**src/rtl/riscv_test_checker_table.sv**
```systemverilog
// Check table: (instruction count, expected answer) pairs with one synchronous
// write port and one combinational read port. Contents have no reset.
module riscv_test_checker_table #(
    parameter int NUM_TEST = 32,
    parameter int DWIDTH   = 32,
    parameter int CWIDTH   = 32,
    parameter int IW       = 5
) (
    input  logic              clk_i,
    input  logic              we_i,
    input  logic [IW-1:0]     widx_i,
    input  logic [CWIDTH-1:0] wninst_i,
    input  logic [DWIDTH-1:0] wans_i,
    input  logic [IW-1:0]     ridx_i,
    output logic [CWIDTH-1:0] rninst_o,
    output logic [DWIDTH-1:0] rans_o
);
    logic [CWIDTH+DWIDTH-1:0] mem_q [NUM_TEST];

    always_ff @(posedge clk_i) begin
        if (we_i) begin
            mem_q[widx_i] <= {wninst_i, wans_i};
        end
    end

    assign {rninst_o, rans_o} = mem_q[ridx_i];

endmodule

```
**config.mk**
```make
export PLATFORM = sky130hd
export DESIGN_NAME = riscv_test_checker_table
export DESIGN_NICKNAME = d
export VERILOG_FILES = /design/src/rtl/riscv_test_checker_table.sv
export SDC_FILE = /design/constraint.sdc
export NUM_CORES = 2
export LEC_CHECK = 0
export ABC_CLOCK_PERIOD_IN_PS = 4600
export CAP_MARGIN = 20
export CORE_AREA = 2 2 297 593
export DETAILED_ROUTE_END_ITERATION = 10
export DIE_AREA = 0 0 299 595
export GPL_ROUTABILITY_DRIVEN = 0
export HOLD_SLACK_MARGIN = 0.02
export SYNTH_ARGS = -nofsm -noshare
export SYNTH_HDL_FRONTEND = slang
export SYNTH_SLANG_ARGS = --single-unit
```
**constraint.sdc**
```tcl
create_clock -name clk_i -period 4.6 [get_ports clk_i]
set_clock_uncertainty 0.2 [all_clocks]
set_input_delay 0.69 -clock clk_i [delete_from_list [all_inputs] [get_ports clk_i]]
set_output_delay 0.69 -clock clk_i [all_outputs]
set_load 0.03 [all_outputs]
```
==> impl_metrics.ini <==
[timing]
slew_violations = 0
fin_ws_ps = 390.9
hold_viol = 0
fin_crit_ps = 4209
fmax_mhz = 237.6
setup_violations = 0
rsz0062_at_grt = no
worst_pin_slew_ps = 1081
slew_headroom = 0.2768
period_share = 0.9150

[yosys]
synth_area_leader_cell = edfxtp_1
synthDistinctLibCells = 30
yosys-top-cells-area = edfxtp_1 79%, mux4_2 17%, mux2_2 1.1%
syn-cell-area_um2 = 77680
yosysSeqAreaShare = 0.7917
synth_edf_count = 2048
synth_flop_cell = edfxtp_1
syn_nets = 3109
yosysWarnings = 0
avgSynthCellArea_um2 = 25.61
syn_inst = 3033
netlist.area_leader.share = 0.7917
ys_seq_elements = 2048
synthArstFlopShare = 0

[clock_network]
cts_buffers = 185
clkSinkCount = 2048
cts_resized = 0
cts.reportedPaths.clkPinSlew_ps = 70
htree_levels = 4
cts_hold_buf = 0
cts_setup_buffers = 0
clock_path_buffers = 4
root_buffer = clkbuf_16
cts_tree = yes

[setup_path]
worst-setup-path-type = in -> out
critPathMaxFanout = 44
cp_cell_sequence = buf_8 -> buf_12 -> buf_12 -> buf_4 -> mux4_2 -> mux2_2 -> o22ai_1 -> nor2_1 -> buf_12
slowest_delay_ps = 530
worstPathArrival_ps = 3320
start_kind = primary input
path_common_cell = buf_12
cp.buffers_inverters = 5
cp.required_ps = 3710
cp_top_family = buffers and inverters
end_kind = output port
cp_slowest_cell = mux4_2
path_depth = 9

[worst_hold_path]
hold_path_depth = 2
min_path_type = in -> reg

[route]
num_vias = 34929
ant_nets = 0
detail_route.first_pass.iterations = 5
wirelength_um = 191400
drc_errors = 0
drtIter0Drc = 3955
routedWlPerCell_um = 32.98
vias_per_cell = 6.019

[global_route]
grt_max_degree = 56
grt-ovfl-total = 0
grt_usage = 0.2161
antenna_found_initial = 18
grt_pass1_vias = 36138
grt_pass1_wl_um = 270600

[finish]
num-fill-cells = 13385
fin_area_um2 = 89220
top_register = mem_q
reg_top3 = mem_q (2048)
areaGrowthSynthToFinish_pct = 14.85
final_cell_mix = 2048 x edfxtp_1, 602 x mux4_2, 186 x clkbuf_16
final_common_cell = edfxtp_1
layout.nets = 3438
largest_register_ff_count = 2048
final_cells = 5803
drive_gt1_frac = 0.3341

[outcome]
status = finished, final reports clean

[flow_run]
cap_violations = 0

[floorplanning]
die-area_um2 = 177900
io_pins = 140
num_rows = 217
die_w_um = 299
die_height_um = 595
design.core.area_um2 = 173800
initial_core_util = 0.4471

[placed_design]
dpl_cell_area_um2 = 83330
post-place-cells = 5472
io_buffers = 139
place_hpwl_um = 94360
post-place-ws_ps = 356.5

[power_and_ir_drop]
vdd_ir_drop_max_uv = 392.2
power-per-cell-area_nw_per_um2 = 426.4
leakagePower_nw = 27.42
==> synth_stat cells (all sizes together) (4+ instances only) <==
cell type and count:
edfxtp 2048, mux4 602, buf 101, mux2 74, clkbuf 55, nor2 41
mux2i 38, a221oi 12, o22ai 10, o21ai 9, nand3b 5, and2 4
nor2b 4
==> cell type report <==
cell class / instances / area (um^2) / share of cell area
timing repair buffer: 298 / 3331 / 0.03733
inverter: 1 / 3.754 / 0.00004207
multi-input combinational: 828 / 15680 / 0.1757
clock inverter: 110 / 1057 / 0.01185
sequential: 2048 / 61500 / 0.6893
tap: 2299 / 2877 / 0.03224
antenna: 5 / 12.51 / 0.0001402
clock buffer: 214 / 4760 / 0.05335
==> per-layer routing <==
| metal | vias up | wire length (um) | global-route usage |
|---|---|---|---|
| met2 | 1373 | 95580 | 0.3551 |
| met5 | - | 175 | 0 |
| met4 | 26 | 4701 | 0.05724 |
| met3 | 303 | 13570 | 0.03715 |
| li1 | 13942 | - | - |
| met1 | 19285 | 77360 | 0.3015 |
==> path summary, 6_finish.rpt <==
| kind | startpoint | endpoint | slack, ps |
|---|---|---|---|
| max | ridx_i[0] | rninst_o[29] | 390 |
| min | wans_i[16] | mem_q[3][16]$_DFFE_PP_ | 540 |
==> per-stage QoR <==
stage	util	TNS, ps	hold slack [ps]	total power, mW
finish	0.5134	0	541.1	38.04
global route	0.5134	0	528.0	39.12
CTS	0.5130	0	895.4	38.39
detailed placement	0.4796	0	1415	23.40
global placement	0.4796	0	1403	23.35
floorplan	-	-55290	588.9	22.45
==> cells by family (layout without fill, tap and decap cells) <==
group           after synthesis  count (layout)  share of synthesized area
compound gates               50              50                   0.004735
buf+inv                     157             623                   0.009599
flops                      2048            2048                     0.7917
mux                         714             714                     0.1902
other cells                   0               5                          0
simple gates                 64              64                   0.003850
==> where the power goes <==
part,switching (mW),internal [mW],leakage (nW)
Combinational,1.21,0.944,6.15
Sequential,0.0453,20.8,18.4
Clock,6.60,8.48,2.82
(Power assumes the default switching activity.)
